--- src/rtl/spi_cmd_sched.sv ---
// spi_cmd_sched: buffers 16-bit motor-speed commands and launches one SPI
// frame per word on the shift stage. It keeps a minimum gap between frames,
// re-sends the last word after a quiet period, and flags a missing
// acknowledge as a sticky timeout.
//
// state     | meaning
// ----------+-----------------------------------------------------------
// IDLE      | waiting for a queued word or for the refresh interval
// START     | spi_start high, waiting for the shift stage to leave idle
// WAIT_DONE | frame in progress, waiting for spi_ready to return high
// GAP       | enforced idle time before the next frame may start
module spi_cmd_sched #(
    parameter int          FIFO_DEPTH     = 4,
    parameter logic [7:0]  GAP_CYCLES     = 8'd4,
    parameter logic [7:0]  ACK_TIMEOUT    = 8'd32,
    parameter logic [15:0] REFRESH_CYCLES = 16'd0
) (
    input  logic        clk,
    input  logic        rst,
    input  logic        cmd_valid,
    input  logic [15:0] cmd_data,
    output logic        cmd_ready,
    input  logic        spi_ready,
    output logic        spi_start,
    output logic [15:0] spi_data,
    input  logic        err_clr,
    output logic        err_timeout,
    output logic        busy,
    output logic [4:0]  fifo_level,
    output logic [15:0] frames_sent
);
    localparam int PW = $clog2(FIFO_DEPTH);

    typedef enum logic [1:0] {IDLE, START, WAIT_DONE, GAP} state_t;

    state_t        state, state_nx;
    logic [15:0]   mem [FIFO_DEPTH];
    logic [PW-1:0] wr_ptr, rd_ptr;
    logic [4:0]    count;
    logic [15:0]   last_word, last_word_nx;
    logic [15:0]   spi_data_nx, frames_nx;
    logic [15:0]   refresh_cnt, refresh_nx;
    logic [7:0]    ack_cnt, ack_nx;
    logic [7:0]    gap_cnt, gap_nx;
    logic          spi_start_nx;
    logic          sent_any, sent_any_nx;
    logic          err_set;
    logic          push, pop;

    assign cmd_ready  = (count != 5'(FIFO_DEPTH));
    assign push       = cmd_valid & cmd_ready & ~rst;
    assign fifo_level = count;
    assign busy       = (state != IDLE);

    // Next-state, frame launch and counter updates.
    always_comb begin
        state_nx     = state;
        spi_start_nx = spi_start;
        spi_data_nx  = spi_data;
        last_word_nx = last_word;
        frames_nx    = frames_sent;
        refresh_nx   = refresh_cnt;
        ack_nx       = ack_cnt;
        gap_nx       = gap_cnt;
        sent_any_nx  = sent_any;
        err_set      = 1'b0;
        pop          = 1'b0;
        case (state)
            IDLE: begin
                if (count != 5'd0) begin
                    pop          = 1'b1;
                    spi_data_nx  = mem[rd_ptr];
                    last_word_nx = mem[rd_ptr];
                    spi_start_nx = 1'b1;
                    ack_nx       = 8'd0;
                    refresh_nx   = 16'd0;
                    state_nx     = START;
                end else if ((REFRESH_CYCLES != 16'd0) && sent_any &&
                             (refresh_cnt == REFRESH_CYCLES - 16'd1)) begin
                    spi_data_nx  = last_word;
                    spi_start_nx = 1'b1;
                    ack_nx       = 8'd0;
                    // restart the interval so an aborted refresh does not retrigger at once
                    refresh_nx   = 16'd0;
                    state_nx     = START;
                end else begin
                    refresh_nx = refresh_cnt + 16'd1;
                end
            end
            START: begin
                if (!spi_ready) begin
                    spi_start_nx = 1'b0;
                    state_nx     = WAIT_DONE;
                end else if (ack_cnt == ACK_TIMEOUT - 8'd1) begin
                    spi_start_nx = 1'b0;
                    err_set      = 1'b1;
                    gap_nx       = 8'd0;
                    state_nx     = (GAP_CYCLES == 8'd0) ? IDLE : GAP;
                end else begin
                    ack_nx = ack_cnt + 8'd1;
                end
            end
            WAIT_DONE: begin
                if (spi_ready) begin
                    frames_nx   = frames_sent + 16'd1;
                    refresh_nx  = 16'd0;
                    sent_any_nx = 1'b1;
                    gap_nx      = 8'd0;
                    state_nx    = (GAP_CYCLES == 8'd0) ? IDLE : GAP;
                end
            end
            GAP: begin
                if (gap_cnt == GAP_CYCLES - 8'd1) state_nx = IDLE;
                else                              gap_nx   = gap_cnt + 8'd1;
            end
            default: state_nx = IDLE;
        endcase
        if (count != 5'd0) refresh_nx = 16'd0;
    end

    // State, datapath and FIFO bookkeeping registers.
    always_ff @(posedge clk) begin
        if (rst) begin
            state       <= IDLE;
            spi_start   <= 1'b0;
            spi_data    <= 16'd0;
            last_word   <= 16'd0;
            frames_sent <= 16'd0;
            refresh_cnt <= 16'd0;
            ack_cnt     <= 8'd0;
            gap_cnt     <= 8'd0;
            sent_any    <= 1'b0;
            err_timeout <= 1'b0;
            wr_ptr      <= '0;
            rd_ptr      <= '0;
            count       <= 5'd0;
        end else begin
            state       <= state_nx;
            spi_start   <= spi_start_nx;
            spi_data    <= spi_data_nx;
            last_word   <= last_word_nx;
            frames_sent <= frames_nx;
            refresh_cnt <= refresh_nx;
            ack_cnt     <= ack_nx;
            gap_cnt     <= gap_nx;
            sent_any    <= sent_any_nx;
            if (push) wr_ptr <= wr_ptr + PW'(1);
            if (pop)  rd_ptr <= rd_ptr + PW'(1);
            case ({push, pop})
                2'b10:   count <= count + 5'd1;
                2'b01:   count <= count - 5'd1;
                default: count <= count;
            endcase
            if (err_set)      err_timeout <= 1'b1;
            else if (err_clr) err_timeout <= 1'b0;
        end
    end

    // FIFO storage; contents need no reset since count gates every read.
    always_ff @(posedge clk) begin
        if (push) mem[wr_ptr] <= cmd_data;
    end
endmodule

--- config.mk ---
export PLATFORM = sky130hd
export DESIGN_NAME = spi_cmd_sched
export DESIGN_NICKNAME = d
export VERILOG_FILES = /design/src/rtl/spi_cmd_sched.sv
export SDC_FILE = /design/constraint.sdc
export NUM_CORES = 1
export LEC_CHECK = 0
export ABC_AREA = 1
export BUFFER_PORTS_ARGS = -buffer_cell sky130_fd_sc_hd__buf_2
export CORE_MARGIN = 2
export CORE_UTILIZATION = 40
export DETAILED_ROUTE_END_ITERATION = 12
export SYNTH_ARGS = -nofsm -noshare
export SYNTH_HDL_FRONTEND = slang
export SYNTH_SLANG_ARGS = --single-unit
--- constraint.sdc ---
create_clock -name clk -period 3.4 [get_ports clk]
set_clock_uncertainty 0.05 [all_clocks]
set_input_delay 0.34 -clock clk [delete_from_list [all_inputs] [get_ports clk]]
set_output_delay 0.34 -clock clk [all_outputs]
set_load 0.05 [all_outputs]
==> flow_summary.ini <==
[logic_synthesis]
yosysTopAreaCell = edfxtp_1
synthDistinctLibCells = 32
synth-seq-area-share_pct = 56.11
yosysWarnings = 0
postSynthAreaPerCell_sq_um = 8.920
yosys-top-cells-area = edfxtp_1 (34%), dfxtp_1 (22%), nor2_1 (8.9%), nand2_1 (6.0%), o21ai_0 (5.5%)
postSynthCellCount = 628
syn-num-nets = 666
synth-seq-cells = 125
synth_top_area_share_pct = 34.31
netlist_area_sq_um = 5602

[critical_path]
rr_endpoint = fifo_level[4]
slowest_delay_ps = 410
worst-path-max-fanout = 7
crit_slowest_cell = fa_1
worst_setup_path_end_kind = flip-flop
cp-start-kind = flip-flop
critical_path_class = reg -> reg
path_cells = nor3_1 -> nand3_1 -> nand3_1 -> ha_1 -> inv_1 -> fa_1 -> inv_1 -> nand2_1 -> a21boi_0 -> nor2_1 -> nand2_1 -> nand2_1 -> nand2_1 -> a21oi_1
cp.required_ps = 3640
crit_path_frequent_cell = nand2_1
ff2ff_path_depth = 14
reg2reg_from = fifo_level[0]
critPathArrivalTime_ps = 2740
ff2ff_setup_slack_ps = 900

[min_path]
hold_path_end = mem[3][11]
min_from = cmd_data[11]
hold_path_class = in -> reg
min_path_cells = 1

[cells_and_area]
register_area_sq_um = 3143
drive_above_1_share_pct = 17.66
diodes = 0
multi_input_comb_area_sq_um = 2128
fin_nets = 733
fin_util_pct = 48.42
fillers = 1294
syn_to_final_growth_pct = 19.05

[detailed_routing]
drc = 0
routed-via-count = 4386
via_per_inst = 4.939
firstDrtPassIters = 4
wl_um = 12010
drt_iter0_drc = 274
antenna_left = 0
wire_per_inst_um = 13.53

[flow_run]
cap_violations = 0

[clock_tree]
cts_tree = done
clk_pin_slew_ps = 60
htreeDepth = 4
cts_sinks = 125
cts_buffer_depth = 2
clk_latency_ps = 420
cts-root-buf = clkbuf_16
cts_resized = 0
cts_made_buffers = 17
cts_setup_buffers = 0
ctsHoldBuffers = 0

[timing]
fin_crit_sh_pct = 73.61
rsz0062_at_grt = no
slew_violations = 0
slew_headroom_pct = 40.13
final.setup.worst_slack_ps = 897.3
max_freq_mhz = 399.6
final-hold-violation-count = 0
setup_tns_ps = 0
period_needed_ps = 2503
tightestPinTransition_ps = 897.1
setup_viol = 0

[place]
dp.final_hpwl_um = 7690
place.gp.congestion = 0.7647
pre_cts_slack_ps = 824.9
numPortBuffers = 61

[die]
pin_count = 62
initial_core_util_pct = 40.67
row_count = 43
die_h_um = 122.3
die_area_sq_um = 14970
die_width_um = 122.3
core_area_sq_um = 13770

[outcome]
outcome = complete, no violations

[global_routing]
overflow = 0
grt_pass1_vias = 4266
grt_pass1_wl_um = 19980
grt_max_degree = 47
grt.total_usage_pct = 17.39
antenna_found_initial = 0

[power]
p_per_area_nw_per_um2 = 843.1
p_leak_nw = 2.730
peakVddDrop_mv = 0.4621
p_total_mw = 5.622
## flip-flops by register name, summed over array words and instances, names as in the netlist
name	count
spi_start	1
fifo_level	5
state	2
ack_cnt	8
err_timeout	1
gap_cnt	8
wr_ptr	2
spi_data	16
frames_sent	16
mem	64
rd_ptr	2
## where the power goes
group,switching (mW),internal (mW),leakage [nW]
Combinational,1.41,0.554,1.37
Clock,0.639,1.09,0.275
Sequential,0.129,1.79,1.08
Total,2.18,3.44,2.73
## per-stage QoR
stage | cells | cell area (sq um) | hold slack, ps
after floorplan | 628 | 5602 | 388.9
after global placement | 856 | 6098 | 398.2
after detailed placement | 856 | 6098 | 410.9
after CTS | 888 | 6669 | 65.22
after global routing | 888 | 6669 | 71.27
final | 888 | 6669 | 85.47
## synth_stat cells
| master | number |
|---|---|
| nor2_1 | 133 |
| nand2_1 | 90 |
| edfxtp_1 | 64 |
| dfxtp_1 | 61 |
| o21ai_0 | 61 |
| inv_1 | 57 |
| nand3_1 | 29 |
| a21oi_1 | 25 |
| a31oi_1 | 18 |
| ha_1 | 16 |
| buf_2 | 12 |
| clkbuf_1 | 9 |
| nand2_2 | 8 |
| inv_2 | 6 |
| nor3_1 | 5 |
| nand4_1 | 4 |
| nor2_4 | 4 |
| o21bai_1 | 4 |
| o21ai_1 | 3 |
| xor2_1 | 3 |
| nand2_4 | 2 |
| nand3_4 | 2 |
| nor2_2 | 2 |
| nor3b_2 | 2 |
| a211oi_1 | 1 |
| a21boi_0 | 1 |
| a21oi_4 | 1 |
| fa_1 | 1 |
| nand3b_1 | 1 |
| nor3_4 | 1 |
| nor3b_1 | 1 |
| xnor2_1 | 1 |
## cells by family after synthesis
| logic type | count (synthesis) | share of synthesized area, % |
|---|---|---|
| XOR/XNOR | 4 | 0.6255 |
| adder cells (fa/ha/maj) | 17 | 3.931 |
| AO/OA/AOI/OAI | 114 | 11.06 |
| buffers and inverters | 84 | 5.897 |
| flip-flops | 125 | 56.11 |
| AND/OR/NAND/NOR | 284 | 22.38 |
## cells in the final DEF, fill, tap and decap left out, drive strengths merged
cell and count:
a211oi 1, nor3b 3, o21ai 64, clkinvlp 2, edfxtp 64, clkbuf 21, xor2 3, clkinv 6
ha 16, o21bai 4, buf 69, nand2 100, fa 1, a21oi 26, bufinv 2, a31oi 18
nor3 6, nand3 31, a21boi 1, xnor2 1, nor2 139, nand4 4, dfxtp 61, inv 64
nand3b 1
## layout make-up
| class | instances | share of cell area (%) |
|---|---|---|
| Timing Repair Buffer | 69 | 5.478 |
| Clock buffer | 21 | 6.754 |
| Multi-Input combinational cell | 419 | 31.91 |
| Clock inverter | 11 | 1.801 |
| Sequential cell | 125 | 47.13 |
| Tap cell | 180 | 3.377 |
| Inverter | 63 | 3.546 |
## per-layer routing
layer | track usage, % | up-vias | wire (um) | share of wire (%)
met4 | 6.322 | 0 | 142 | 1.2
met1 | 20.71 | 2037 | 5491 | 46
met3 | 6.320 | 15 | 695 | 5.8
li1 | - | 2227 | - | -
met5 | 0 | - | 0 | 0
met2 | 28.89 | 107 | 5683 | 47
## how the worst max path moves through the flow
| stage | slack, ps | to | startpoint | cells past startpoint |
|---|---|---|---|---|
| floorplan | 380 | fifo_level[4] | fifo_level[2] | 13 |
| global placement | 920 | fifo_level[4] | rst | 14 |
| detailed placement | 820 | fifo_level[4] | rst | 14 |
| CTS | 880 | fifo_level[4] | fifo_level[0] | 14 |
| global route | 590 | fifo_level[4] | fifo_level[0] | 14 |
| finish | 900 | fifo_level[4] | fifo_level[0] | 14 |
## critical path, delay by kind of cell, from the launching register on
kind / cells / cell delay, ps
DFF: 1 / 360
adders and majority gates: 2 / 720
buffers and inverters: 2 / 150
AOI/OAI and AO/OA: 2 / 290
and+or+nand+nor: 8 / 800
(Power assumes the default switching activity.)
